**config.mk**
```make
export PLATFORM = sky130hd
export DESIGN_NAME = seven_seg_digit_driver_flat
export DESIGN_NICKNAME = d
export VERILOG_FILES = /design/src/rtl/seven_seg_digit_driver_if.sv /design/src/rtl/seven_seg_digit_driver.sv /design/src/flat_wrapper.sv
export SDC_FILE = /design/constraint.sdc
export NUM_CORES = 1
export LEC_CHECK = 0
export ABC_CLOCK_PERIOD_IN_PS = 3700
export BUFFER_PORTS_ARGS = -buffer_cell sky130_fd_sc_hd__buf_2
export CAP_MARGIN = 20
export CORE_ASPECT_RATIO = 0.75
export CORE_MARGIN = 5
export CORE_UTILIZATION = 51
export DETAILED_ROUTE_END_ITERATION = 7
export GPL_TIMING_DRIVEN = 0
export PLACE_DENSITY_LB_ADDON = 0.2
export SYNTH_ARGS = -nofsm -noshare
export SYNTH_HDL_FRONTEND = slang
export SYNTH_SLANG_ARGS = --single-unit
```
**constraint.sdc**
```tcl
create_clock -name clk_i -period 3.7 [get_ports clk_i]
set_input_delay 0.74 -clock clk_i [delete_from_list [all_inputs] [get_ports clk_i]]
set_output_delay 0.74 -clock clk_i [all_outputs]
set_load 0.005 [all_outputs]
```
**src/rtl/seven_seg_digit_driver_if.sv**
```systemverilog
// Signal bundle between a seven-segment scan source and the digit driver.
//
// master : produces digit_sel_i, value_i, dp_i, load_i, blank_lz_i and
//          observes the display drive and status outputs.
// slave  : the digit driver itself.
//
// Handshake semantics: there is no back-pressure on this bundle. load_i is a
// one-cycle strobe that is always accepted on the clock edge where it is high
// (a later strobe before the frame-start swap overwrites the earlier one).
// pending_o is a level that stays high from an accepted load until the swap;
// update_o is a single-cycle pulse on the swap edge. digit_sel_i is sampled
// every edge and needs no qualifier.
interface seven_seg_digit_driver_if;
  logic [2:0]  digit_sel_i;
  logic [15:0] value_i;
  logic [3:0]  dp_i;
  logic        load_i;
  logic        blank_lz_i;
  logic [3:0]  an_o;
  logic [6:0]  seg_o;
  logic        dp_o;
  logic        pending_o;
  logic        update_o;

  modport master (
    output digit_sel_i, value_i, dp_i, load_i, blank_lz_i,
    input  an_o, seg_o, dp_o, pending_o, update_o
  );

  modport slave (
    input  digit_sel_i, value_i, dp_i, load_i, blank_lz_i,
    output an_o, seg_o, dp_o, pending_o, update_o
  );
endinterface

```
**src/rtl/seven_seg_digit_driver.sv**
```systemverilog
// Digit driver for a 4-digit common-anode seven-segment display.
//
// Takes the scan code from the scan sequencer and a double-buffered 16-bit
// hex value, and produces registered active-low anode, segment and decimal
// point drive. Every digit change is followed by DEAD_CYCLES of dark anodes
// to suppress ghosting. Loaded values wait in a pending buffer and move to
// the displayed (shadow) buffer only when the scan returns to digit 0.
//
// Ports:
//   clk_i   - system clock, rising edge
//   reset_n - asynchronous active-low reset
//   port    - slave side of seven_seg_digit_driver_if (scan code, value,
//             dp, load strobe, leading-zero blank in; an/seg/dp drive,
//             pending level and update pulse out)
module seven_seg_digit_driver #(
  parameter int unsigned DEAD_CYCLES = 4,
  parameter int unsigned DEAD_W      = 8
) (
  input  logic                    clk_i,
  input  logic                    reset_n,
  seven_seg_digit_driver_if.slave port
);

  logic [2:0]        sel_q;
  logic [DEAD_W-1:0] dead_cnt;
  logic [15:0]       shadow_val, pend_val;
  logic [3:0]        shadow_dp, pend_dp;
  logic              pending_q, update_q;
  logic [3:0]        an_q;
  logic [6:0]        seg_q;
  logic              dp_q;

  logic              changed, swap, legal, blanked, lit;
  logic              zero1, zero2, zero3;
  logic [2:0]        sel_next;
  logic [DEAD_W-1:0] dead_next;
  logic [15:0]       sh_val_next;
  logic [3:0]        sh_dp_next;
  logic [1:0]        idx;
  logic [3:0]        nib;
  logic [3:0]        an_next;
  logic [6:0]        seg_next;
  logic              dp_next;

  function automatic logic [6:0] hex7(input logic [3:0] n);
    case (n)
      4'h0: hex7 = 7'b1000000;
      4'h1: hex7 = 7'b1111001;
      4'h2: hex7 = 7'b0100100;
      4'h3: hex7 = 7'b0110000;
      4'h4: hex7 = 7'b0011001;
      4'h5: hex7 = 7'b0010010;
      4'h6: hex7 = 7'b0000010;
      4'h7: hex7 = 7'b1111000;
      4'h8: hex7 = 7'b0000000;
      4'h9: hex7 = 7'b0010000;
      4'hA: hex7 = 7'b0001000;
      4'hB: hex7 = 7'b0000011;
      4'hC: hex7 = 7'b1000110;
      4'hD: hex7 = 7'b0100001;
      4'hE: hex7 = 7'b0000110;
      default: hex7 = 7'b0001110;
    endcase
  endfunction

  // All output registers are loaded from the post-edge view of the state,
  // so the pattern emitted on a capture edge already reflects the new digit
  // and, on a frame-start swap, the new shadow value.
  always_comb begin
    changed   = (port.digit_sel_i != sel_q);
    sel_next  = changed ? port.digit_sel_i : sel_q;
    dead_next = dead_cnt;
    if (changed)
      dead_next = DEAD_W'(DEAD_CYCLES);
    else if (dead_cnt != '0)
      dead_next = dead_cnt - DEAD_W'(1);

    swap        = changed && (port.digit_sel_i == 3'b000) && pending_q;
    sh_val_next = swap ? pend_val : shadow_val;
    sh_dp_next  = swap ? pend_dp  : shadow_dp;

    legal = 1'b1;
    idx   = 2'd0;
    case (sel_next)
      3'b000:  idx = 2'd0;
      3'b001:  idx = 2'd1;
      3'b011:  idx = 2'd2;
      3'b100:  idx = 2'd3;
      default: legal = 1'b0;
    endcase

    case (idx)
      2'd0:    nib = sh_val_next[3:0];
      2'd1:    nib = sh_val_next[7:4];
      2'd2:    nib = sh_val_next[11:8];
      default: nib = sh_val_next[15:12];
    endcase

    // Digit k is a leading zero when it and every more significant nibble
    // are zero; digit 0 always shows.
    zero3 = (sh_val_next[15:12] == 4'h0);
    zero2 = zero3 && (sh_val_next[11:8] == 4'h0);
    zero1 = zero2 && (sh_val_next[7:4] == 4'h0);
    case (idx)
      2'd1:    blanked = port.blank_lz_i && zero1;
      2'd2:    blanked = port.blank_lz_i && zero2;
      2'd3:    blanked = port.blank_lz_i && zero3;
      default: blanked = 1'b0;
    endcase

    lit      = legal && !blanked;
    an_next  = (lit && (dead_next == '0)) ? ~(4'b0001 << idx) : 4'b1111;
    seg_next = lit ? hex7(nib) : 7'b1111111;
    dp_next  = lit ? ~sh_dp_next[idx] : 1'b1;
  end

  always_ff @(posedge clk_i or negedge reset_n) begin
    if (!reset_n) begin
      sel_q      <= 3'b111;
      dead_cnt   <= '0;
      shadow_val <= '0;
      shadow_dp  <= '0;
      pend_val   <= '0;
      pend_dp    <= '0;
      pending_q  <= 1'b0;
      update_q   <= 1'b0;
      an_q       <= 4'b1111;
      seg_q      <= 7'b1111111;
      dp_q       <= 1'b1;
    end else begin
      sel_q      <= sel_next;
      dead_cnt   <= dead_next;
      shadow_val <= sh_val_next;
      shadow_dp  <= sh_dp_next;
      // The swap reads pend_val before this edge, so a load on the swap
      // edge stays pending for the next frame.
      if (port.load_i) begin
        pend_val <= port.value_i;
        pend_dp  <= port.dp_i;
      end
      pending_q <= port.load_i || (pending_q && !swap);
      update_q  <= swap;
      an_q      <= an_next;
      seg_q     <= seg_next;
      dp_q      <= dp_next;
    end
  end

  assign port.an_o      = an_q;
  assign port.seg_o     = seg_q;
  assign port.dp_o      = dp_q;
  assign port.pending_o = pending_q;
  assign port.update_o  = update_q;

endmodule

```
**src/flat_wrapper.sv**
```systemverilog
// flat-port wrapper written by rule: the top's interface ports become plain ports
module seven_seg_digit_driver_flat 
#(
  parameter int unsigned DEAD_CYCLES = 4,
  parameter int unsigned DEAD_W      = 8
)
  (clk_i, reset_n, port_digit_sel_i, port_value_i, port_dp_i, port_load_i, port_blank_lz_i, port_an_o, port_seg_o, port_dp_o, port_pending_o, port_update_o);
  seven_seg_digit_driver_if port_i ();
  input  logic clk_i;
  input  logic reset_n;
  input wire logic [$bits(port_i.digit_sel_i)-1:0] port_digit_sel_i;
  input wire logic [$bits(port_i.value_i)-1:0] port_value_i;
  input wire logic [$bits(port_i.dp_i)-1:0] port_dp_i;
  input wire logic [$bits(port_i.load_i)-1:0] port_load_i;
  input wire logic [$bits(port_i.blank_lz_i)-1:0] port_blank_lz_i;
  output wire logic [$bits(port_i.an_o)-1:0] port_an_o;
  output wire logic [$bits(port_i.seg_o)-1:0] port_seg_o;
  output wire logic [$bits(port_i.dp_o)-1:0] port_dp_o;
  output wire logic [$bits(port_i.pending_o)-1:0] port_pending_o;
  output wire logic [$bits(port_i.update_o)-1:0] port_update_o;
  assign port_i.digit_sel_i = port_digit_sel_i;
  assign port_i.value_i = port_value_i;
  assign port_i.dp_i = port_dp_i;
  assign port_i.load_i = port_load_i;
  assign port_i.blank_lz_i = port_blank_lz_i;
  assign port_an_o = port_i.an_o;
  assign port_seg_o = port_i.seg_o;
  assign port_dp_o = port_i.dp_o;
  assign port_pending_o = port_i.pending_o;
  assign port_update_o = port_i.update_o;
  seven_seg_digit_driver #(.DEAD_CYCLES(DEAD_CYCLES), .DEAD_W(DEAD_W)) u_core (.clk_i(clk_i), .reset_n(reset_n), .port(port_i));
endmodule
```
==> Word level (Yosys, flattened, before mapping) <==
Memory sizes are Yosys's and may differ from the RTL's.
Index checks and enable logic that the tools add are counted.
Widths: inputs -> output; s select.
{ "word_totals": {"in_bits": 27, "output_inout_bits": 14, "mem_bits_ro": 112, "n_memories": 1, "regBits": 65, "word_cells": 60} }
{ "op_classes": {"n_reduce_logical": 22, "n_mux": 14, "eq_ne": 7, "n_shift": 1, "add_sub_neg": 1, "bitwise": 2, "n_lt_le_gt_ge": 1} }
{ "memory_table": {"columns": ["memory", "depth", "width", "rd", "rd_ports_with_merged_regs", "wr", "line", "text"], "rows": [
  ["(no name shown)", 16, 7, 1, 0, 0, "seven_seg_digit_driver.sv:46", "case (n)"]
]} }
{ "op_table": {"columns": ["operator", "count"], "rows": [
  ["$mux 16", 1],
  ["$mux 8", 2],
  ["$logic_not 4->1", 3],
  ["$pmux 4 s3", 1],
  ["$logic_and 1x1->1", 10],
  ["$logic_not 8->1", 1],
  ["$mux 4", 2],
  ["$reduce_bool 8->1", 1],
  ["$sub 8x1->8 const B", 1],
  ["$mux 7", 1],
  ["$logic_not 3->1", 2],
  ["$pmux 2 s3", 1],
  ["$eq 2x2->1 const B", 2],
  ["$not 4->4", 1],
  ["$reduce_or 4->1", 1],
  ["$shl 1x2->4 const A", 1],
  ["$eq 3x1->1 const B", 1],
  ["$eq 3x2->1 const B", 1],
  ["$eq 3x3->1 const B", 1],
  ["$lt 2x3->1 const B", 1],
  ["$mux 1", 3],
  ["$mux 3", 1],
  ["$ne 3x3->1", 1],
  ["$pmux 1 s3", 1],
  ["6 further kinds", 7]
]} }

==> Depth between registers and ports, before layout <==
Gate-level depths: netlist of run 1.
{ "logic_depth": {"ltp_word": 13, "depth_mapped": 11} }

==> Worst setup path after synthesis of run 1 <==
OpenSTA, ideal clock, no wires.
{ "synth_timing": {"kind": "input-to-reg", "from": "input port port_digit_sel_i[1]", "to": "register u_core.seg_q[3], in the netlist u_core.port.seg_o[3]", "t_arrival_ps": 2810, "setup_ps": 98, "setup_slack_ps": 791, "n_path_buf": 2, "stages": 10, "cell_sequence": "buf_6 -> nor4b_4 -> nand2_2 -> buf_2 -> a2111oi_0 -> a211oi_2 -> inv_1 -> ha_1 -> nor3_1 -> o311ai_1"} }
{ "synth_between": {"elab_chain_len": 12, "word_cells_on_any_way": 31} }
{ "synth_lines": {"columns": ["element", "line", "text"], "rows": [
  ["from (decl)", "flat_wrapper.sv:11", "input wire logic [$bits(port_i.digit_sel_i)-1:0] port_digit_sel_i;"],
  ["parallel branches: the longest is 11 deep, another holds $mem_v2 16x7", null, null],
  ["$mux 7 *", "seven_seg_digit_driver.sv:113", "seg_next = lit ? hex7(nib) : 7'b1111111;"],
  ["named net u_core.seg_next[3]", "seven_seg_digit_driver.sv:42", "logic [6:0] seg_next;"],
  ["to (signal assigned)", "seven_seg_digit_driver.sv:144", "seg_q <= seg_next;"],
  ["to (decl)", "seven_seg_digit_driver.sv:30", "logic [6:0] seg_q;"]
]} }
Mark *: on every way through the listed nets, which the timed path passes.
A chain may end at the register's enable or synchronous reset.

==> Final worst setup path of run 1 <==
Ends and elaborated chain as after synthesis.

==> results.ini, run 1 <==
[outcome]
outcome = finished clean

[placement]
gp_congestion = 0.938
dp_slack_ns = 0.297
port_buffers = 38
dp_cells = 421
place_hpwl_um = 5100

[worst_setup_path]
path_max_fanout = 10
required_ns = 3.93
slowest_stage = a2111oi_0
max_stage_delay_ns = 0.56
r2r_end = u_core.port.seg_o[3]$_DFF_PN1_
worst-setup-path-type = in2reg
arrival_ns = 3.34
rr_startpoint = u_core.sel_q[0]$_DFF_PN1_
worstSetupStartpointType = primary input
r2r_cells = 8
cp_top_family = compound AO/OA/AOI/OAI gates
end_kind = flop
r2r_setup_slack_ns = 0.74
crit_buf_inv = 3
crit_chain = buf_6 -> nor4b_4 -> nand2_2 -> buf_2 -> a2111oi_0 -> a211oi_2 -> inv_1 -> ha_1 -> nor3_1 -> o311ai_1

[route]
post_drt_wl_per_cell_um = 16.1
wl_met1_um = 3360
dr_wl_met3_um = 524
ant_nets = 0
route.vias.total = 2466
drt-pass1-iter-count = 5
avgViaCountPerCell = 5.64
route.met2.wl_um = 3060
drt-initial-drc-count = 174
drcViolationCount = 0
top_layer_used = met4
wl_um = 7020

[sta]
rsz0062_at_grt = no
setup-tns-final_ns = 0
finClkSkew_ns = 0.0108
setup_viol = 0
relSlewSlack_pct = 36.4
post-route-period-util_pct = 84.1
tightest_slew_ns = 0.947
layout_setup_ws_ns = 0.588
maxSlewViolCount = 0
timing.hold.ws_ns = 0.487
fmax_ghz = 0.321
hold_viol = 0
fin_crit_ns = 3.11

[global_routing]
grtUsageTotal_pct = 19.2
grt_pass1_vias = 2397
grt_max_degree = 66
gr-total-overflow = 0
grt_first_pass_wirelength_um = 11800
antenna_found_initial = 0

[clock_tree]
post-cts-setup-buffers = 0
htree_levels = 3
hold_buffers = 0
worst_skew_pair.late_latency_ns = 0.34
cts_inserted_buffers = 9
cts_tree = built
clockBufferDepth = 2
cts_resized = 0
cts_sinks = 65
clkTransAtPathRegs_ns = 0.06
root_buffer = clkbuf_8

[floorplan]
rows = 25
num_io_pins = 41
die_x_um = 102
coreArea_um2 = 6220
dieHeight_um = 78.7
die-area_um2 = 8000
start_util_pct = 51.6

[yosys]
syn_area_per_cell_um2 = 10.6
yosysWarnings = 0
yosysSeqAreaShare_pct = 51.2
synth-main-ff-cell = dfrtp_1
synth_cells = 302
synth_cell_types = 57
synth_edf_count = 0
ys_ff_latch = 65
syn_area_um2 = 3210
synthArstFlopShare_pct = 100
synth_nets = 337

[finish]
antenna_cells = 0
multi_input_area_um2 = 1460
drive_above_1_share_pct = 30.1
final_common_cell = nand2_1
final_cell_mix = nand2_1 (54), dfrtp_1 (50), buf_2 (41)
nNetsFinal = 386
layout.cells.non_filler = 437
final_util_pct = 59.0
area_delta_synth_final_pct = 14.3
n_fill_cell = 552
regArea_um2 = 1650

[hold_path]
worst_hold_path_type = in2async

[power_and_ir_drop]
peakVddDrop_v = 0.000323
p_per_area_nw_per_um2 = 490
p_leak_nw = 1.65

[run]
max-cap-violations = 0

==> power breakdown <==
group	switching, mW	leakage (nW)	internal (mW)	total [mW]
Clock	0.257	0.0899	0.257	0.514
Sequential	0.0638	0.770	0.828	0.892
Combinational	0.222	0.792	0.170	0.392
Total	0.543	1.65	1.26	1.80
==> layer usage <==
| layer | track usage, % | vias up |
|---|---|---|
| met5 | 0 | - |
| met3 | 6.06 | 9 |
| met4 | 6.64 | 0 |
| li1 | - | 1170 |
| met2 | 26.8 | 94 |
| met1 | 28.1 | 1193 |
==> worst max path at each step <==
stage	from	endpoint	depth (start not counted)
2_1_floorplan	port_digit_sel_i[1]	u_core.port.seg_o[3]$_DFF_PN1_	10
3_3_place_gp	port_digit_sel_i[1]	u_core.port.seg_o[3]$_DFF_PN1_	11
3_5_place_dp	port_digit_sel_i[1]	u_core.port.seg_o[3]$_DFF_PN1_	10
4_1_cts	port_digit_sel_i[1]	u_core.port.seg_o[3]$_DFF_PN1_	10
5_1_grt	port_digit_sel_i[1]	u_core.port.seg_o[3]$_DFF_PN1_	10
6_report	port_digit_sel_i[1]	u_core.port.seg_o[3]$_DFF_PN1_	10
==> final cells by class <==
cell class	instances	area share (%)
Sequential cell	65	44.8
Clock buffer	12	3.95
Buffer	14	1.77
Clock inverter	4	0.545
Timing Repair Buffer	38	5.25
Multi-Input combinational cell	212	39.8
Tap cell	81	2.76
Inverter	11	1.12
==> cells by family after synthesis <==
logic type	synth area share, %
adders and majority gates	3.12
AOI/OAI and AO/OA	12.7
and+or+nand+nor	17.5
DFF	51.2
buffers and inverters	3.31
muxes	10.2
xor gates and xnor gates	1.91
==> sequential cells by signal, summed over array words and instances, names as in the netlist, 3 cells and up <==
signal             count
u_core.shadow_val     16
u_core.port.an_o       4
u_core.sel_q           3
u_core.shadow_dp       4
u_core.pend_dp         4
u_core.port.seg_o      7
u_core.pend_val       16
u_core.dead_cnt        8
==> synthesized netlist by cell type (all sizes together) (3+ instances only) <==
master / number / area (um^2)
dfstp: 15 / 394
ha: 8 / 100
o21ai: 9 / 45.0
nor2: 15 / 63.8
nand3: 8 / 40.0
nor4: 6 / 37.5
o31ai: 4 / 30.0
buf: 8 / 42.5
inv: 11 / 41.3
mux2: 23 / 259
a211oi: 3 / 27.5
a21o: 4 / 30.0
nor2b: 3 / 18.8
a21oi: 9 / 48.8
nand2b: 4 / 25.0
nand2: 55 / 209
xnor2: 5 / 43.8
clkbuf: 6 / 22.5
mux2i: 7 / 70.1
dfrtp: 50 / 1250
o221ai: 5 / 43.8
nor3: 10 / 55.1
==> metrics by stage <==
stage | instance area (um^2) | total power [mW]
after floorplan | 3210 | 1.16
after global placement | 3500 | 1.28
after detailed placement | 3510 | 1.29
after CTS | 3670 | 1.81
after global routing | 3670 | 1.91
final | 3670 | 1.80
No activity file was read; power rests on OpenSTA's default activity.
==> run 2: changes to the inputs <==
--- a/config.mk
+++ b/config.mk
@@ -5,7 +5,8 @@
 export SDC_FILE = /design/constraint.sdc
 export NUM_CORES = 1
 export LEC_CHECK = 0
-export ABC_CLOCK_PERIOD_IN_PS = 3700
+export ABC_AREA = 1
+export ABC_CLOCK_PERIOD_IN_PS = 2800
 export BUFFER_PORTS_ARGS = -buffer_cell sky130_fd_sc_hd__buf_2
 export CAP_MARGIN = 20
 export CORE_ASPECT_RATIO = 0.75
==> constraint.sdc (replaced) <==
create_clock -name clk_i -period 2.8 [get_ports clk_i]
set_input_delay 0.56 -clock clk_i [delete_from_list [all_inputs] [get_ports clk_i]]
set_output_delay 0.56 -clock clk_i [all_outputs]
set_load 0.005 [all_outputs]
==> results.ini, run 2 <==
[clock_tree]
cts_sinks = 65  ; unchanged
post-cts-setup-buffers = 0  ; unchanged
cts_inserted_buffers = 9  ; unchanged
htree_levels = 3  ; unchanged
clkTransAtPathRegs_ns = 0.07  ; was 0.06 ns
hold_buffers = 0  ; unchanged
root_buffer = clkbuf_8  ; unchanged
clockBufferDepth = 2  ; unchanged
cts_tree = built  ; unchanged
cts_resized = 0  ; unchanged
worst_skew_pair.late_latency_ns = 0.34  ; about the same

[yosys]
synthTopCellsByCount = nand2_1 (101), inv_1 (53), dfrtp_1 (50), nor2_1 (29), nand4_1 (23)  ; was nand2_1 (54), dfrtp_1 (50), mux2_2 (23), dfstp_2 (15), nor2_1 (14)
synth.most_common_cell = nand2_1  ; unchanged
syn_area_per_cell_um2 = 8.59  ; was 10.6 um^2
synth_cell_types = 33  ; was 57
synthTopCellsByArea = dfrtp_1 (38%), dfstp_2 (12%), nand2_1 (12%)  ; was dfrtp_1 (39%), dfstp_2 (12%), mux2_2 (8.1%)
synth_cells = 380  ; was 302
synth_nets = 415  ; was 337
synth_top_cell_by_area = dfrtp_1  ; unchanged
synth_edf_count = 0  ; unchanged
synthArstFlopShare_pct = 100  ; unchanged
yosysWarnings = 0  ; unchanged
ys_ff_latch = 65  ; unchanged
yosysSeqAreaShare_pct = 50.4  ; was 51.2%
synth_top_area_share_pct = 38.3  ; was 38.9%
syn_area_um2 = 3270  ; was 3210 um^2
synth-main-ff-cell = dfrtp_1  ; unchanged

[floorplan]
start_util_pct = 52.2  ; was 51.6%
rows = 25  ; unchanged
coreArea_um2 = 6260  ; was 6220 um^2
dieHeight_um = 79.3  ; was 78.7 um
die_x_um = 102  ; about the same
num_io_pins = 41  ; unchanged
die-area_um2 = 8120  ; was 8000 um^2

[finish]
drive_above_1_share_pct = 23.9  ; was 30.1%
final_common_cell = nand2_1  ; unchanged
final_cell_mix = nand2_1 (101), inv_1 (53), dfrtp_1 (50)  ; was nand2_1 (54), dfrtp_1 (50), buf_2 (41)
reg_top3 = u_core.pend_val (16), u_core.shadow_val (16), u_core.dead_cnt (8)  ; unchanged
antenna_cells = 0  ; unchanged
n_fill_cell = 571  ; was 552
nNetsFinal = 465  ; was 386
area_delta_synth_final_pct = 14.6  ; was 14.3%

[worst_setup_path]
worstSetupStartpointType = primary input  ; unchanged
end_kind = flop  ; unchanged
worst-setup-path-type = in2reg  ; unchanged
arrival_ns = 2.82  ; was 3.34 ns
required_ns = 3.07  ; was 3.93 ns
path_max_fanout = 7  ; was 10

[power_and_ir_drop]
peakVddDrop_v = 0.000408  ; was 0.000323 V
p_clk_share_pct = 30.4  ; was 28.6%
pwr-share-seq_pct = 47.0  ; was 49.6%
p_per_area_nw_per_um2 = 635  ; was 490 nW/um^2
swShare_pct = 31.0  ; was 30.2%
p_leak_nw = 1.89  ; was 1.65 nW
internal_power_mw = 1.64  ; was 1.26 mW
pwr-share-comb_pct = 22.6  ; was 21.8%
power_switching_mw = 0.736  ; was 0.543 mW
finalPower_mw = 2.38  ; was 1.80 mW

[sta]
tightest_slew_ns = 0.810  ; was 0.947 ns
relSlewSlack_pct = 46.0  ; was 36.4%
hold_viol = 0  ; unchanged
layout_setup_ws_ns = 0.246  ; was 0.588 ns
timing.hold.ws_ns = 0.300  ; was 0.487 ns
post-route-period-util_pct = 91.2
setup-tns-final_ns = 0  ; unchanged
setup_viol = 0  ; unchanged
finClkSkew_ns = 0.00692  ; was 0.0108 ns
fmax_ghz = 0.392
fin_crit_ns = 2.55
maxSlewViolCount = 0  ; unchanged
rsz0062_at_grt = no  ; unchanged

[route]
wl_um = 6900  ; was 7020 um
avgViaCountPerCell = 4.93  ; was 5.64
drcViolationCount = 0  ; unchanged
drt-pass1-iter-count = 4  ; was 5
wl_met1_um = 3250  ; was 3360 um
dr_wl_met3_um = 343  ; was 524 um
route.vias.total = 2543  ; was 2,466
post_drt_wl_per_cell_um = 13.4  ; was 16.1 um
route.met2.wl_um = 3210  ; was 3060 um
top_layer_used = met4  ; unchanged
ant_nets = 0  ; unchanged
drt-initial-drc-count = 153  ; was 174

[placement]
gp_congestion = 0.827  ; was 0.938
place_hpwl_um = 5140  ; was 5100 um
port_buffers = 39  ; was 38
dp_slack_ns = -0.0910  ; was 0.297 ns

[global_routing]
grt_first_pass_wirelength_um = 12200  ; was 11,800 um
grt_pass1_vias = 2587  ; was 2,397
grt_max_degree = 66  ; unchanged
antenna_found_initial = 0  ; unchanged
grtUsageTotal_pct = 19.7  ; was 19.2%
gr-total-overflow = 0  ; unchanged

[run]
max-cap-violations = 0  ; unchanged

[outcome]
outcome = finished clean  ; unchanged

[hold_path]
worst_hold_path_type = in2async  ; unchanged

-- run 2: worst paths after layout --
check / start / endpoint / slack (ns) / depth (start not counted)
setup / recovery: port_digit_sel_i[0] / u_core.port.seg_o[3]$_DFF_PN1_ / 0.25 / 15
hold / removal: reset_n / u_core.pend_dp[1]$_DFFE_PN0P_ / 0.30 / 1
setup reg to reg: u_core.sel_q[1]$_DFF_PN1_ / u_core.port.seg_o[3]$_DFF_PN1_ / 0.29 / 14
hold reg to reg: u_core.dead_cnt[0]$_DFF_PN0_ / u_core.dead_cnt[0]$_DFF_PN0_ / 0.46 / 1
max in group asynchronous: reset_n / u_core.dead_cnt[4]$_DFF_PN0_ / 1.96 / 1
min in group clk_i: port_digit_sel_i[0] / u_core.sel_q[0]$_DFF_PN1_ / 0.42 / 2
-- run 2: cell type report --
class | count | area, um^2 | area share (%)
Timing Repair Buffer | 39 | 198 | 5.28
Clock inverter | 3 | 17.5 | 0.468
Tap cell | 81 | 101 | 2.71
Clock buffer | 13 | 159 | 4.25
Sequential cell | 65 | 1650 | 44.0
Buffer | 14 | 80.1 | 2.14
Multi-Input combinational cell | 245 | 1330 | 35.6
Inverter | 56 | 210 | 5.62
-- run 2: power by group through the flow --
stage / registers, mW / logic, mW / clock network [mW]
2_1_floorplan: 1.13 / 0.376 / 0
3_3_place_gp: 1.13 / 0.521 / 0
3_5_place_dp: 1.14 / 0.539 / 0
4_1_cts: 1.12 / 0.543 / 0.745
5_1_grt: 1.13 / 0.626 / 0.788
6_report: 1.12 / 0.538 / 0.722
-- run 2: critical path, stage by stage --
cell and delay, ns:
buf_2 0.09, inv_1 0.07, nor2_1 0.13, inv_1 0.09, nor2_2 0.34, nor2_1 0.26
nand3_1 0.19, nand3_1 0.14, nor2_2 0.25, inv_1 0.13, ha_1 0.24, nand2_1 0.10
nand3_1 0.08, nand2_1 0.09, nand2_1 0.05
-- run 2: kinds of logic (layout without fill, tap and decap cells) --
kind of cell	count (synthesis)	count (layout)	synth area share (%)
XOR/XNOR	5	5	1.34
buffers and inverters	70	125	8.89
flip-flops	65	65	50.4
AND/OR/NAND/NOR	195	195	28.7
adder cells (fa/ha/maj)	8	8	3.07
multiplexers	8	8	2.76
AO/OA/AOI/OAI	29	29	4.90
-- run 2: metal layers --
layer / GRT usage, % / vias to the layer above
li1: - / 1305
met1: 26.1 / 1183
met2: 30.8 / 48
met3: 5.71 / 7
met4: 6.68 / 0
met5: 0 / -
-- run 2: through the flow --
stage,util (%),cell area (um^2),std cells
finish,59.8,3740,516
global route,59.8,3740,516
CTS,59.8,3740,516
detailed placement,57.0,3560,500
global placement,56.9,3560,500
floorplan,-,3270,380
==> run 3: changes to the inputs <==
--- a/config.mk
+++ b/config.mk
@@ -5,16 +5,15 @@
 export SDC_FILE = /design/constraint.sdc
 export NUM_CORES = 1
 export LEC_CHECK = 0
-export ABC_AREA = 1
 export ABC_CLOCK_PERIOD_IN_PS = 2800
 export BUFFER_PORTS_ARGS = -buffer_cell sky130_fd_sc_hd__buf_2
 export CAP_MARGIN = 20
 export CORE_ASPECT_RATIO = 0.75
-export CORE_MARGIN = 5
+export CORE_MARGIN = 2
 export CORE_UTILIZATION = 51
 export DETAILED_ROUTE_END_ITERATION = 7
 export GPL_TIMING_DRIVEN = 0
-export PLACE_DENSITY_LB_ADDON = 0.2
+export PLACE_DENSITY = 0.71
 export SYNTH_ARGS = -nofsm -noshare
 export SYNTH_HDL_FRONTEND = slang
 export SYNTH_SLANG_ARGS = --single-unit
==> results.ini, run 3 (synthesis gave the netlist of run 1 again) <==
[outcome]
outcome = finished clean  ; unchanged

[run]
max-cap-violations = 0  ; unchanged

[power_and_ir_drop]
p_per_area_nw_per_um2 = 706  ; was 635 nW/um^2
peakVddDrop_v = 0.000377  ; was 0.000408 V
p_leak_nw = 1.70  ; was 1.89 nW
finalPower_mw = 2.69  ; was 2.38 mW

[clock_tree]
hold_buffers = 0  ; unchanged
clockBufferDepth = 2  ; unchanged
cts_sinks = 65  ; unchanged
htree_levels = 3  ; unchanged
clkTransAtPathRegs_ns = 0.07  ; about the same
worst_skew_pair.late_latency_ns = 0.35  ; was 0.34 ns
cts_inserted_buffers = 9  ; unchanged
cts_tree = built  ; unchanged
root_buffer = clkbuf_8  ; unchanged

[route]
route.vias.total = 2477  ; was 2,543
wl_um = 6860  ; was 6900 um
drt-initial-drc-count = 169  ; was 153
post_drt_wl_per_cell_um = 15.6  ; was 13.4 um
avgViaCountPerCell = 5.64  ; was 4.93
drt-pass1-iter-count = 4  ; unchanged
ant_nets = 0  ; unchanged
drcViolationCount = 0  ; unchanged

[worst_setup_path]
end_kind = flop  ; unchanged
rr_startpoint = u_core.sel_q[1]$_DFF_PN1_  ; unchanged
r2r_setup_slack_ns = 0.20  ; was 0.29 ns
arrival_ns = 2.85  ; was 2.82 ns
required_ns = 3.04  ; was 3.07 ns
worst-setup-path-type = in2reg  ; unchanged
path_max_fanout = 10  ; was 7
crit_start = port_digit_sel_i[1]  ; was port_digit_sel_i[0]
worstSetupStartpointType = primary input  ; unchanged
r2r_cells = 9  ; was 14

[finish]
drive_above_1_share_pct = 31.8  ; was 23.9%
regArea_um2 = 1650  ; unchanged
n_fill_cell = 540  ; was 571
multi_input_area_um2 = 1510  ; was 1330 um^2
layout.cells.non_filler = 439  ; was 516
final_cell_mix = nand2_1 (54), dfrtp_1 (50), buf_2 (40)  ; was nand2_1 (101), inv_1 (53), dfrtp_1 (50)
final_common_cell = nand2_1  ; unchanged
reg_top3 = u_core.pend_val (16), u_core.shadow_val (16), u_core.dead_cnt (8)  ; unchanged
area_delta_synth_final_pct = 18.8  ; was 14.6%
nNetsFinal = 388  ; was 465
final_area_um2 = 3820  ; was 3740 um^2
antenna_cells = 0  ; unchanged

[sta]
hold_viol = 0  ; unchanged
fin_crit_ns = 2.60  ; was 2.55 ns
rsz0062_at_grt = no  ; unchanged
finClkSkew_ns = 0.00853  ; was 0.00692 ns
setup_viol = 0  ; unchanged
fmax_ghz = 0.384  ; was 0.392 GHz
maxSlewViolCount = 0  ; unchanged
tightest_slew_ns = 0.778  ; was 0.810 ns
relSlewSlack_pct = 48.1  ; was 46.0%
post-route-period-util_pct = 93.0  ; was 91.2%

[floorplan]
rows = 25  ; unchanged
dieHeight_um = 72.7  ; was 79.3 um
start_util_pct = 51.9  ; was 52.2%
num_io_pins = 41  ; unchanged
die_x_um = 95.7  ; was 102 um
coreArea_um2 = 6190  ; was 6260 um^2
die-area_um2 = 6960  ; was 8120 um^2

[global_routing]
grt_use_met3_pct = 7.13  ; was 5.71%
grt_use_met2_pct = 32.5  ; was 30.8%
gr-total-overflow = 0  ; unchanged
top_usage_layer = met2  ; unchanged
antenna_found_initial = 0  ; unchanged
grtUsageTotal_pct = 22.1  ; was 19.7%
grt_pass1_vias = 2355  ; was 2,587
use_met1_pct = 30.9  ; was 26.1%
grt_first_pass_wirelength_um = 11600  ; was 12,200 um
grt_max_degree = 66  ; unchanged

[hold_path]
worst_hold_path_type = in2async  ; unchanged

[placement]
dp_cells = 421  ; was 500
port_buffers = 38  ; was 39
place_hpwl_um = 4930  ; was 5140 um
gp_congestion = 0.943  ; was 0.827
placement.cell_area_um2 = 3510  ; was 3560 um^2

==> run 3: where the power goes <==
| part | internal, mW | switching [mW] |
|---|---|---|
| Clock | 0.614 | 0.354 |
| Combinational | 0.240 | 0.303 |
| Sequential | 1.09 | 0.0876 |
| Total | 1.95 | 0.745 |
==> run 3: final timing paths <==
path                                                  end
max                        u_core.port.seg_o[3]$_DFF_PN1_
min                          u_core.dead_cnt[1]$_DFF_PN0_
max reg2reg                u_core.port.seg_o[3]$_DFF_PN1_
min reg2reg                 u_core.shadow_dp[3]$_DFF_PN0_
max in group asynchronous   u_core.pend_dp[2]$_DFFE_PN0P_
min in group clk_i         u_core.pend_val[1]$_DFFE_PN0P_
==> run 3: area by class of cell <==
class	instances	area share (%)
buffer	14	1.87
tap	81	2.65
timing repair buffer	40	5.44
clock inverter	5	2.69
multi-input combinational	212	39.5
clock buffer	11	3.70
inverter	11	1.08
sequential	65	43.1
==> run 3: per-layer routing <==
metal  vias up  routed length [um]  share of wire (%)
li1       1178                   -                  -
met1      1216                3280                 48
met4         0                  97                1.4
met3         8                 396                5.8
met2        75                3090                 45
met5         -                   0                  0
==> run 3: through the flow <==
step	TNS [ns]	setup slack, ns	util, %	hold slack [ns]
finish	0	0.197	61.6	0.302
global route	0	0.0239	61.6	0.358
CTS	0	0.0445	61.1	0.329
detailed placement	-2.12	-0.462	56.6	0.478
global placement	-1.97	-0.383	56.6	0.461
floorplan	0	0.0711	-	0.264
==> run 3: critical path, stage by stage <==
cell and delay, ns:
buf_6 0.12, or4b_1 0.50, buf_2 0.18, nor3_1 0.35, a2111oi_4 0.12, a211oi_4 0.23, inv_1 0.13, ha_1 0.33
nand3_1 0.10, o211ai_1 0.09, o311ai_1 0.13
==> run 3: what timing repair did <==
action	in CTS	in global routing
pin swaps	1	0
setup buffers	1	1
gates resized for setup	6	5
setup endpoints to repair	6	5
